[src/rtl/pc_pkg.sv]
// Shared encodings for the program counter / return-stack block.
package pc_pkg;

    typedef enum logic [1:0] {
        PC_SRC_IMMED = 2'b00,
        PC_SRC_STACK = 2'b01,
        PC_SRC_INTR  = 2'b10,
        PC_SRC_RESET = 2'b11
    } pc_src_t;

    typedef enum logic {
        PUSH_NEXT = 1'b0,
        PUSH_CUR  = 1'b1
    } push_src_t;

endpackage

[src/rtl/return_lifo.sv]
// Register-array return-address LIFO with combinational top read and
// single-cycle overflow/underflow pulses.
module return_lifo #(
    parameter int ADDR_W      = 10,
    parameter int STACK_DEPTH = 8,
    localparam int CW         = $clog2(STACK_DEPTH + 1),
    localparam int IW         = $clog2(STACK_DEPTH)
) (
    input  logic              CLK,
    input  logic              RST,
    input  logic              PUSH,
    input  logic              POP,
    input  logic [ADDR_W-1:0] DIN,
    output logic [ADDR_W-1:0] TOP,
    output logic [CW-1:0]     CNT,
    output logic              FULL,
    output logic              EMPTY,
    output logic              OVF,
    output logic              UNF
);

    logic [ADDR_W-1:0] mem_q [STACK_DEPTH];
    logic [ADDR_W-1:0] mem_d [STACK_DEPTH];
    logic [CW-1:0]     cnt_q, cnt_d;
    logic [IW-1:0]     wr_idx, top_idx;

    assign CNT   = cnt_q;
    assign FULL  = (cnt_q == CW'(STACK_DEPTH));
    assign EMPTY = (cnt_q == '0);

    always_comb begin
        TOP = '0;
        for (int i = 0; i < STACK_DEPTH; i++) begin
            if (CW'(i + 1) == cnt_q) TOP = mem_q[i];
        end
    end

    always_comb begin
        mem_d   = mem_q;
        cnt_d   = cnt_q;
        OVF     = 1'b0;
        UNF     = 1'b0;
        wr_idx  = IW'(cnt_q);
        top_idx = IW'(cnt_q - CW'(1));
        if (PUSH && POP && !EMPTY) begin
            // Replace-top: net occupancy unchanged, never an error.
            mem_d[top_idx] = DIN;
        end else if (PUSH) begin
            if (FULL) begin
                OVF = 1'b1;
            end else begin
                mem_d[wr_idx] = DIN;
                cnt_d         = cnt_q + CW'(1);
            end
            if (POP) UNF = 1'b1;
        end else if (POP) begin
            if (EMPTY) UNF = 1'b1;
            else       cnt_d = cnt_q - CW'(1);
        end
    end

    always_ff @(posedge CLK) begin
        if (RST) begin
            cnt_q <= '0;
            for (int i = 0; i < STACK_DEPTH; i++) mem_q[i] <= '0;
        end else begin
            cnt_q <= cnt_d;
            mem_q <= mem_d;
        end
    end

endmodule

[src/rtl/pc_return_stack.sv]
// Program counter with next-address mux, integrated return-address LIFO
// and sticky stack error flag.
module pc_return_stack
    import pc_pkg::*;
#(
    parameter int                ADDR_W      = 10,
    parameter int                STACK_DEPTH = 8,
    parameter logic [ADDR_W-1:0] INTR_VECTOR = '1,
    parameter logic [ADDR_W-1:0] RESET_ADDR  = '0,
    localparam int               CW          = $clog2(STACK_DEPTH + 1)
) (
    input  logic              CLK,
    input  logic              RST,
    input  logic              PC_LD,
    input  logic              PC_INC,
    input  logic [1:0]        PC_MUX_SEL,
    input  logic [ADDR_W-1:0] FROM_IMMED,
    input  logic              PUSH,
    input  logic              PUSH_SEL,
    input  logic              POP,
    output logic [ADDR_W-1:0] PC_COUNT,
    output logic [ADDR_W-1:0] STACK_TOP,
    output logic [CW-1:0]     STACK_CNT,
    output logic              STACK_FULL,
    output logic              STACK_EMPTY,
    output logic              STACK_ERR
);

    logic [ADDR_W-1:0] pc_q, pc_d;
    logic [ADDR_W-1:0] pc_plus1, push_val;
    logic              err_q, err_d;
    logic              ovf, unf;

    assign PC_COUNT  = pc_q;
    assign STACK_ERR = err_q;
    assign pc_plus1  = pc_q + ADDR_W'(1);
    assign push_val  = (push_src_t'(PUSH_SEL) == PUSH_CUR) ? pc_q : pc_plus1;

    return_lifo #(
        .ADDR_W      (ADDR_W),
        .STACK_DEPTH (STACK_DEPTH)
    ) u_lifo (
        .CLK   (CLK),
        .RST   (RST),
        .PUSH  (PUSH),
        .POP   (POP),
        .DIN   (push_val),
        .TOP   (STACK_TOP),
        .CNT   (STACK_CNT),
        .FULL  (STACK_FULL),
        .EMPTY (STACK_EMPTY),
        .OVF   (ovf),
        .UNF   (unf)
    );

    // STACK_TOP is the pre-pop value, so RET is a single-cycle load+pop.
    always_comb begin
        pc_d  = pc_q;
        err_d = err_q | ovf | unf;
        if (PC_LD) begin
            case (pc_src_t'(PC_MUX_SEL))
                PC_SRC_IMMED: pc_d = FROM_IMMED;
                PC_SRC_STACK: pc_d = STACK_TOP;
                PC_SRC_INTR:  pc_d = INTR_VECTOR;
                PC_SRC_RESET: pc_d = RESET_ADDR;
                default:      pc_d = pc_q;
            endcase
        end else if (PC_INC) begin
            pc_d = pc_plus1;
        end
    end

    always_ff @(posedge CLK) begin
        if (RST) begin
            pc_q  <= RESET_ADDR;
            err_q <= 1'b0;
        end else begin
            pc_q  <= pc_d;
            err_q <= err_d;
        end
    end

endmodule

[config.mk]
export PLATFORM = sky130hd
export DESIGN_NAME = pc_return_stack
export DESIGN_NICKNAME = d
export VERILOG_FILES = /design/src/rtl/pc_pkg.sv /design/src/rtl/return_lifo.sv /design/src/rtl/pc_return_stack.sv
export SDC_FILE = /design/constraint.sdc
export NUM_CORES = 1
export LEC_CHECK = 0
export CORE_MARGIN = 5
export CORE_UTILIZATION = 36
export CTS_CLUSTER_DIAMETER = 80
export CTS_CLUSTER_SIZE = 8
export DETAILED_ROUTE_END_ITERATION = 6
export HOLD_SLACK_MARGIN = 0.05
export MAX_ROUTING_LAYER = met4
export SETUP_SLACK_MARGIN = 0.02
export SYNTH_ARGS = -nofsm -noshare
export SYNTH_HDL_FRONTEND = slang
export SYNTH_SLANG_ARGS = --single-unit
[constraint.sdc]
create_clock -name CLK -period 4.15 [get_ports CLK]
set_input_delay 0.6225 -clock CLK [delete_from_list [all_inputs] [get_ports CLK]]
set_output_delay 0.6225 -clock CLK [all_outputs]
set_load 0.02 [all_outputs]
==> flow_summary.yaml <==
route:
  route.antenna.remaining_nets: 0
  first_pass_drt_iterations: 4
  drt-total-wl_mm: 15.4
  routed_via_density: 5.78
  routed-via-count: 4845
  drt-initial-drc-count: 453
  post-route-drc-count: 0
  drt-wirelength-per-cell_um: 18.4
synth:
  synth.cell_area_mm2: 0.00517
  seq_area_frac_synth_pct: 36.8
  synth_enable_flop_cells: 0
  synth-seq-cells: 95
  synth_flop_cell: "dfxtp_1"
  synthCells: 632
  ys_async_sr_fraction_pct: 0
  synth.distinct_cells: 69
  syn-mean-instance-area_um2: 8.18
  synth_warnings: 0
  syn-num-nets: 656
floorplanning:
  die_area_mm2: 0.0169
  placeableCoreArea_mm2: 0.0140
  rows: 43
  fp.dieH_um: 130
  ioPinCount: 46
  floorplan.initialDensity_pct: 37.0
  die_x_um: 130
finish:
  final_util_pct: 43.0
  share_of_post_route_cells_with_drive_strength_above_1_pct: 8.81
  final_cells: 838
  area_growth_pct: 16.4
  design.final.nets: 677
  layout.cell_area.non_filler_mm2: 0.00602
  n_antenna_cell: 0
pwr:
  power.density_mw_per_mm2: 494
  vdd.ir_drop.worst_v: 0.000257
  power.static_leakage_nw: 1.94
  finalPower_mw: 2.97
worst_setup_path:
  worstSetupPathType: "reg2out"
  critPathCaptureType: "primary output"
  worstPathMaxFanout: 25
  crit_required_ns: 3.53
  arrival_ns: 3.08
  start_kind: "flip-flop"
placement:
  buffer_ports.inserted: 45
  place_inst: 822
  dp_hpwl_mm: 10.9
  placed_area_mm2: 0.00574
  gp_routability_congestion: 0.957
clocking:
  h-tree-depth: 3
  cts.sinks: 95
  cts.hold.buffers_added: 0
  cts_tree: "done"
  post_cts_setup_buffers: 0
  cts.reportedPaths.clkPinSlew_ns: 0.07
  clockRootBuffer: "clkbuf_16"
  number_of_buffers_inserted_during_clock_tree_synthesis: 9
  clockBufferDepth: 2
  clk_latency_ns: 0.34
  count_of_instances_resized_after_the_clock_tree_is_built: 0
sta:
  timing.final.setup_violations: 0
  number_of_pins_exceeding_their_max_slew_limit_in_the_final_report: 0
  worst_slew_margin_rel_pct: 29.1
  unrepaired_setup_endpoints_after_global_routing: "no"
  worst_clock_skew_ns: 0.0106
  fmax_ghz: 0.270
  timing.final.hold_violations: 0
  layout_min_cycle_time_ns: 3.70
  worst_tran_pin_value_ns: 1.06
  timing.setup.tns_ns: 0
  timing.final.crit_share_pct: 89.2
grt:
  global_route.overflow_total: 0
  grt_max_degree: 97
  via_count_of_the_first_global_routing_pass: 4439
  grt.total_usage_pct: 18.9
  grt_first_pass_wirelength_mm: 24.7
  antenna_found_initial: 0
worst_hold_path:
  hold_path.class: "reg2reg"
status:
  outcome: "finished, final reports clean"
job:
  cap_viol_max_count: 0
-- worst max-delay path: stages (launching register included) --
cell and delay [ns]:
dfxtp_1 0.35, buf_4 0.23, ha_1 0.18, buf_4 0.25, nor4b_1 0.26, buf_4 0.21, o2bb2ai_1 0.13, a221oi_1 0.12
o21ai_0 0.34, clkdlybuf4s50_1 0.68
-- cell type report --
class / instances / area [um2]
sequential: 95 / 1900
clock inverter: 6 / 51.3
clock buffer: 10 / 229
timing repair buffer: 65 / 596
multi-input combinational: 473 / 2980
inverter: 9 / 38.8
tap: 180 / 225
fill: 1412 / 7970
-- per-layer routing --
metal / vias to the layer above / share of wire, % / track usage (%)
met5: - / 0 / -
met3: 27 / 5.2 / 3.77
met2: 128 / 45 / 27.3
met1: 2326 / 48 / 27.2
met4: 0 / 1.9 / 4.65
li1: 2364 / - / -
-- worst paths after layout --
| path | from | endpoint | slack [ns] | cells past startpoint |
|---|---|---|---|---|
| setup / recovery | u_lifo.CNT[0] | STACK_TOP[2] | 0.45 | 9 |
| hold / removal | STACK_ERR | STACK_ERR | 0.47 | 2 |
| hold reg to reg | STACK_ERR | STACK_ERR | 0.47 | 2 |
| setup reg to reg | u_lifo.CNT[0] | u_lifo.mem_q[40] | 1.00 | 8 |
-- synth_stat cells, types with 3 or more instances --
master | count | area, um2
nor2_1 | 107 | 402
dfxtp_1 | 95 | 1900
a211oi_1 | 66 | 495
a21oi_1 | 41 | 205
clkbuf_1 | 38 | 143
nand2_1 | 35 | 131
o21ai_0 | 31 | 155
nand3_1 | 13 | 65.1
xnor2_1 | 13 | 114
a311oi_1 | 12 | 105
buf_2 | 9 | 45.0
mux2i_1 | 9 | 90.1
xor2_1 | 9 | 78.8
nor2b_1 | 8 | 50.1
nor3_1 | 8 | 40.0
nand2b_1 | 7 | 43.8
o21a_1 | 7 | 52.6
o2bb2ai_1 | 7 | 61.3
a31oi_1 | 6 | 37.5
inv_1 | 6 | 22.5
nand4_1 | 6 | 37.5
o21bai_1 | 6 | 45.0
o31ai_1 | 6 | 45.0
a221oi_1 | 5 | 43.8
buf_6 | 5 | 56.3
ha_1 | 5 | 62.6
nand3b_1 | 5 | 37.5
nor3b_1 | 4 | 30.0
o211ai_1 | 4 | 30.0
a2111o_1 | 3 | 33.8
a211oi_2 | 3 | 37.5
a21o_1 | 3 | 22.5
a21oi_2 | 3 | 26.3
a221o_1 | 3 | 30.0
a22o_1 | 3 | 26.3
or3_1 | 3 | 18.8
-- logic make-up after synthesis --
group	after synthesis	share of synthesized area, %
adders and majority gates	5	1.21
AOI/OAI and AO/OA	228	32.2
xor gates and xnor gates	22	3.73
and+or+nand+nor	208	18.3
muxes	10	1.96
buffers and inverters	64	5.83
DFF	95	36.8
-- state kept, by name, indices dropped and copies added (netlist names) --
register / count
u_lifo.CNT: 4
u_lifo.mem_q: 80
STACK_ERR: 1
PC_COUNT: 10
-- per-stage QoR --
stage / hold slack [ns] / worst slack [ns]
after floorplan: 0.460 / 1.21
after global placement: 0.459 / 0.904
after detailed placement: 0.466 / 0.855
after CTS: 0.483 / 0.456
after global routing: 0.519 / 0.280
final: 0.470 / 0.448
-- power breakdown --
group	leakage [nW]	internal (mW)	switching (mW)
clock network	0.140	0.418	0.374
registers	0.773	1.03	0.0769
logic	1.02	0.409	0.667
total	1.94	1.85	1.12
-- cell usage in the layout, fill, tap and decap left out, types with 7 or more instances in the layout --
cell type | synthesis | routed
clkbuf_16 | 0 | 9
nand2_1 | 35 | 35
mux2i_1 | 9 | 9
o2bb2ai_1 | 7 | 7
dfxtp_1 | 95 | 95
nor2_1 | 107 | 107
o21ai_0 | 31 | 31
xor2_1 | 9 | 9
xnor2_1 | 13 | 13
nor3_1 | 8 | 8
a311oi_1 | 12 | 12
o21a_1 | 7 | 7
nand2b_1 | 7 | 7
a21oi_1 | 41 | 41
clkdlybuf4s50_1 | 0 | 44
nand3_1 | 13 | 13
a211oi_1 | 66 | 66
nor2b_1 | 8 | 8
buf_4 | 2 | 20
Note: power is estimated with default switching activity, not from simulation.
==> edit 1, RTL diff (same settings) <==
`ADDR_W` is set to 10 in 2 places; all go to 11.
--- a/src/rtl/return_lifo.sv
+++ b/src/rtl/return_lifo.sv
@@ -1,7 +1,7 @@
 // Register-array return-address LIFO with combinational top read and
 // single-cycle overflow/underflow pulses.
 module return_lifo #(
-    parameter int ADDR_W      = 10,
+    parameter int ADDR_W      = 11,
     parameter int STACK_DEPTH = 8,
     localparam int CW         = $clog2(STACK_DEPTH + 1),
     localparam int IW         = $clog2(STACK_DEPTH)
--- a/src/rtl/pc_return_stack.sv
+++ b/src/rtl/pc_return_stack.sv
@@ -3,7 +3,7 @@
 module pc_return_stack
     import pc_pkg::*;
 #(
-    parameter int                ADDR_W      = 10,
+    parameter int                ADDR_W      = 11,
     parameter int                STACK_DEPTH = 8,
     parameter logic [ADDR_W-1:0] INTR_VECTOR = '1,
     parameter logic [ADDR_W-1:0] RESET_ADDR  = '0,
Ports: changed (resized FROM_IMMED, PC_COUNT and STACK_TOP); port bits go from 46 to 49. No check against the original RTL was run, so the function may have changed too.
==> edit 1 against the unedited design <==
Sequential power grew 12%; critical endpoint is now STACK_TOP[0]; first-iteration DRC count grew 32%; highest routed layer unchanged; worst hold slack improved by 0.024 ns; via count rose by 9.5%; routed wire length increased by 14%; total power up 10%; synthesized area grew 7.7%; clock skew decreased by 0.00054 ns; register-to-register slack got worse by 0.25 ns; final area grew 8.4%; worst setup slack got worse by 0.24 ns; sequential cell count increased by 9.
==> edit 1: results (changes against the unedited design) <==
INFO  metric run_status = finished clean (unchanged)
INFO  metric grt_start_max_net_pins = 62 (was 97)
INFO  metric yosys.cell_count.top_type = sky130_fd_sc_hd__nor2_1 (unchanged)
INFO  metric use_met3 = 4.014% (was 3.766%)
INFO  metric layout-drive-gt1-share = 9.293% (was 8.815%)
INFO  metric pre_cts_slack = 0.5194 ns (was 0.8548 ns)
INFO  metric synthXorXnorAreaFrac = 3.752% (was 3.726%)
INFO  metric globalRouteMet2Util = 29.72% (was 27.30%)
INFO  metric first_iter_violations = 598 (was 453)
INFO  metric detail_route.wirelength = 17.58 mm (was 15.41 mm)
INFO  metric post_synth_fa_ha_maj_area_fraction = 1.123% (was 1.210%)
INFO  metric synth_seq_area_share = 37.38% (was 36.78%)
INFO  metric clock_insertion_delay_worst_skew = 0.36 ns (was 0.34 ns)
INFO  metric grt_pass1_wl = 27.41 mm (was 24.65 mm)
INFO  metric fillCellCount = 1530 (was 1412)
INFO  metric first_global_vias = 4829 (was 4439)
INFO  metric drt-met1-wl = 7.836 mm (was 7.396 mm)
INFO  metric via_count = 5304 (was 4845)
INFO  metric wire_length_on_met3 = 1.229 mm (was 794 µm)
INFO  metric synth_edf_count = 0 (unchanged)
INFO  metric synth_cell_types = 58 (was 69)
INFO  metric port_buffers = 48 (was 45)
INFO  metric ys_top_cells_by_area = sky130_fd_sc_hd__dfxtp_1 (37%), sky130_fd_sc_hd__a211oi_1 (10%), sky130_fd_sc_hd__nor2_1 (9.0%), sky130_fd_sc_hd__a21oi_1 (4.0%), sky130_fd_sc_hd__xnor2_1 (3.0%) (was sky130_fd_sc_hd__dfxtp_1 (37%), sky130_fd_sc_hd__a211oi_1 (9.6%), sky130_fd_sc_hd__nor2_1 (7.8%), sky130_fd_sc_hd__a21oi_1 (4.0%), sky130_fd_sc_hd__o21ai_0 (3.0%))
INFO  metric synthesis.nets = 717 (was 656)
INFO  metric first_pass_iters = 5 (was 4)
INFO  metric met2_length = 8.049 mm (was 6.931 mm)
INFO  metric layout.nets = 741 (was 677)
INFO  metric hpwl_after_detailed_placement = 12.54 mm (was 10.90 mm)
INFO  metric synth_common_cells = sky130_fd_sc_hd__nor2_1 (134), sky130_fd_sc_hd__dfxtp_1 (104), sky130_fd_sc_hd__a211oi_1 (74) (was sky130_fd_sc_hd__nor2_1 (107), sky130_fd_sc_hd__dfxtp_1 (95), sky130_fd_sc_hd__a211oi_1 (66))
INFO  metric muxShareOfSynthArea = 1.820% (was 1.960%)
INFO  metric ctsRootBufferMaster = sky130_fd_sc_hd__clkbuf_16 (unchanged)
INFO  metric r2r_cells = 10 (was 8)
INFO  metric globalRouteMet1Util = 26.75% (was 27.18%)
INFO  metric largest_register_ff_count = 88 (was 80)
INFO  metric track_usage = 19.93% (was 18.93%)
-- edit 1: cell count changes in the layout (fill, tap and decap cells not counted), moves of 7 or more --
cell                       delta
sky130_fd_sc_hd__nor2_1      +27
sky130_fd_sc_hd__a311oi_1    -12
sky130_fd_sc_hd__a21o_1       +9
sky130_fd_sc_hd__dfxtp_1      +9
sky130_fd_sc_hd__nor3_1       +9
sky130_fd_sc_hd__a211oi_1     +8
sky130_fd_sc_hd__a211oi_2     +7
sky130_fd_sc_hd__o211ai_1     +7
sky130_fd_sc_hd__o21a_1       -7
-- edit 1: final timing paths --
path	from	end	slack (ns)
max reg2reg	u_lifo.CNT[0]$_SDFFE_PP0P_	u_lifo.mem_q[80]$_SDFFE_PP0P_	0.75
min reg2reg	STACK_ERR$_SDFF_PP0_	STACK_ERR$_SDFF_PP0_	0.49
min	STACK_ERR$_SDFF_PP0_	STACK_ERR$_SDFF_PP0_	0.49
max	u_lifo.CNT[0]$_SDFFE_PP0P_	STACK_TOP[0]	0.21
-- edit 1: power by group --
group,switching (µW),internal [µW]
Clock,409,536
Combinational,662,440
Sequential,112,1110
-- edit 1: timing repair --
action,in CTS,in global routing
buffers inserted,0,0
resized for setup,0,1
endpoints found under the setup margin,0,1
-- edit 1: cells by family after synthesis --
family,Yosys count
AND/OR/NAND/NOR,255
AO/OA/AOI/OAI,226
flip-flops,104
buffers and inverters,69
XOR/XNOR,23
multiplexers,10
adder cells (fa/ha/maj),5
-- edit 1: metrics by stage --
stage          hold slack [ns]  utilization, %  instance area, µm²  cells
2_1_floorplan           0.4602               -                5569    692
3_3_place_gp            0.4510           40.76                6196    893
3_5_place_dp            0.4662           40.76                6196    893
4_1_cts                 0.4848           42.91                6524    909
5_1_grt                 0.5119           42.91                6524    909
6_report                0.4934           42.91                6524    909
-- edit 1: critical path, cell delays in order, from the launching register on --
cell	delay, ns
sky130_fd_sc_hd__dfxtp_1	0.44
sky130_fd_sc_hd__clkinv_1	0.11
sky130_fd_sc_hd__buf_4	0.17
sky130_fd_sc_hd__ha_1	0.68
sky130_fd_sc_hd__nand2_1	0.23
sky130_fd_sc_hd__a21boi_0	0.18
sky130_fd_sc_hd__o21ai_0	0.23
sky130_fd_sc_hd__o2bb2ai_1	0.25
sky130_fd_sc_hd__nand2_1	0.12
sky130_fd_sc_hd__clkdlybuf4s50_1	0.57
-- edit 1: final cells by class --
cell class	instances	share of cell area [%]
Sequential cell	104	31.91
Clock buffer	9	3.452
Timing Repair Buffer	73	10.20
Tap cell	188	3.606
Clock inverter	7	1.573
Inverter	9	0.5178
Multi-Input combinational cell	519	48.73
==> edit 2, RTL diff (same flow settings) <==
Made on the original files. Compare `cnt_q` against `CW'(STACK_DEPTH)` with >= in place of ==.
--- a/src/rtl/return_lifo.sv
+++ b/src/rtl/return_lifo.sv
@@ -25,7 +25,7 @@
     logic [IW-1:0]     wr_idx, top_idx;
 
     assign CNT   = cnt_q;
-    assign FULL  = (cnt_q == CW'(STACK_DEPTH));
+    assign FULL  = (cnt_q >= CW'(STACK_DEPTH));
     assign EMPTY = (cnt_q == '0);
 
     always_comb begin
Check against the original RTL: no difference found for any inputs over 4 cycles, from zero or initial values and one cycle with RST high; that may be too few to reach the edited logic, so the function may still have changed.
==> edit 2 against the unedited design <==
Synthesized cell count is 3.3% lower; worst setup slack worse by 0.17 ns; clock power is 5.3% higher; synthesized area is 1.2% lower; routed wire length is 5.9% lower; total power is 19% higher; sequential cell count stayed put; final area is 2.2% lower; critical path type unchanged; critical endpoint is now STACK_TOP[0]; largest cell class unchanged; highest routed layer unchanged.
==> edit 2: results (changes against the unedited design) <==
INFO  metric detail_route.wirelength = 14.50 mm (was 15.41 mm)
INFO  metric globalRouteMet1Util = 24.65% (was 27.18%)
INFO  metric layout-drive-gt1-share = 6.677% (was 8.815%)
INFO  metric synthXorXnorAreaFrac = 4.973% (was 3.726%)
INFO  metric r2r_setup_slack = 1.24 ns (was 1.00 ns)
INFO  metric fillCellCount = 1393 (was 1412)
INFO  metric ys_top_cells_by_area = sky130_fd_sc_hd__dfxtp_1 (37%), sky130_fd_sc_hd__a211oi_1 (8.5%), sky130_fd_sc_hd__nor2_1 (8.4%), sky130_fd_sc_hd__mux2i_1 (5.3%), sky130_fd_sc_hd__a21oi_1 (2.9%) (was sky130_fd_sc_hd__dfxtp_1 (37%), sky130_fd_sc_hd__a211oi_1 (9.6%), sky130_fd_sc_hd__nor2_1 (7.8%), sky130_fd_sc_hd__a21oi_1 (4.0%), sky130_fd_sc_hd__o21ai_0 (3.0%))
INFO  metric clockNetworkAreaShare = 4.955% (was 4.658%)
INFO  metric power_frac_clock = 23.6% (was 26.7%)
INFO  metric muxShareOfSynthArea = 6.835% (was 1.960%)
INFO  metric vdd_ir_drop_max = 0.2755 mV (was 0.2574 mV)
INFO  metric grt_pass1_wl = 23.30 mm (was 24.65 mm)
INFO  metric clock_buffers = 12 (was 10)
INFO  metric crit_path_arrival_time = 3.25 ns (was 3.08 ns)
INFO  metric grt_start_max_net_pins = 95 (was 97)
INFO  metric timing.slew.headroom = 33.18% (was 29.12%)
INFO  metric synth_common_cells = sky130_fd_sc_hd__nor2_1 (114), sky130_fd_sc_hd__dfxtp_1 (95), sky130_fd_sc_hd__a211oi_1 (58) (was sky130_fd_sc_hd__nor2_1 (107), sky130_fd_sc_hd__dfxtp_1 (95), sky130_fd_sc_hd__a211oi_1 (66))
INFO  metric synth_cell_types = 66 (was 69)
INFO  metric critical_path.reg2reg.startpoint = u_lifo.CNT[2]$_SDFFE_PP0P_ (was u_lifo.CNT[0]$_SDFFE_PP0P_)
INFO  metric synth_seq_area_share = 37.24% (was 36.78%)
INFO  metric run_status = finished clean (unchanged)
INFO  metric critical_path.top_delay_family = simple AND/OR/NAND/NOR gates (was buffers and inverters)
INFO  metric first_iter_violations = 350 (was 453)
INFO  metric globalRouteMet2Util = 27.20% (was 27.30%)
INFO  metric n_all_inverters = 11 (was 9)
INFO  metric use_met3 = 3.256% (was 3.766%)
INFO  metric first_pass_iters = 5 (was 4)
## edit 2: cell types whose count changed after synthesis, sizes merged, moves of 7 or more
cell	unedited run	this run
a211oi	69	60
clkbuf	38	30
o22ai	1	8
nand3	13	4
o21ai	33	26
nor2	108	116
mux2i	9	29
a21oi	45	31
a311oi	13	2
## edit 2: per-layer routing
metal,share of wire [%],wire (µm)
met5,0,0
met4,2.6,371
met3,3.5,506
met2,46,6731
met1,47,6885
## edit 2: worst min-delay path by stage
stage,from,to,slack [ns],cells after the start
2_1_floorplan,u_lifo.mem_q[19]$_SDFFE_PP0P_,u_lifo.mem_q[19]$_SDFFE_PP0P_,0.43,2
3_3_place_gp,u_lifo.mem_q[19]$_SDFFE_PP0P_,u_lifo.mem_q[19]$_SDFFE_PP0P_,0.45,2
3_5_place_dp,STACK_ERR$_SDFF_PP0_,STACK_ERR$_SDFF_PP0_,0.47,2
4_1_cts,u_lifo.mem_q[49]$_SDFFE_PP0P_,u_lifo.mem_q[49]$_SDFFE_PP0P_,0.48,2
5_1_grt,u_lifo.mem_q[49]$_SDFFE_PP0P_,u_lifo.mem_q[49]$_SDFFE_PP0P_,0.52,2
6_report,u_lifo.mem_q[49]$_SDFFE_PP0P_,u_lifo.mem_q[49]$_SDFFE_PP0P_,0.48,2
## edit 2: worst reg2reg max path, delay by kind of cell (launching register included)
kind	cells	cell delay, ns
AOI/OAI and AO/OA	2	1.11
DFF	1	0.92
muxes	1	0.29
and+or+nand+nor	2	0.44
## edit 2: through the flow
stage	cell area, µm²	hold WS (ns)	instances
floorplan	5107	0.4271	611
global placement	5592	0.4507	793
detailed placement	5592	0.4657	793
CTS	5883	0.4797	809
global route	5883	0.5157	809
finish	5883	0.4806	809
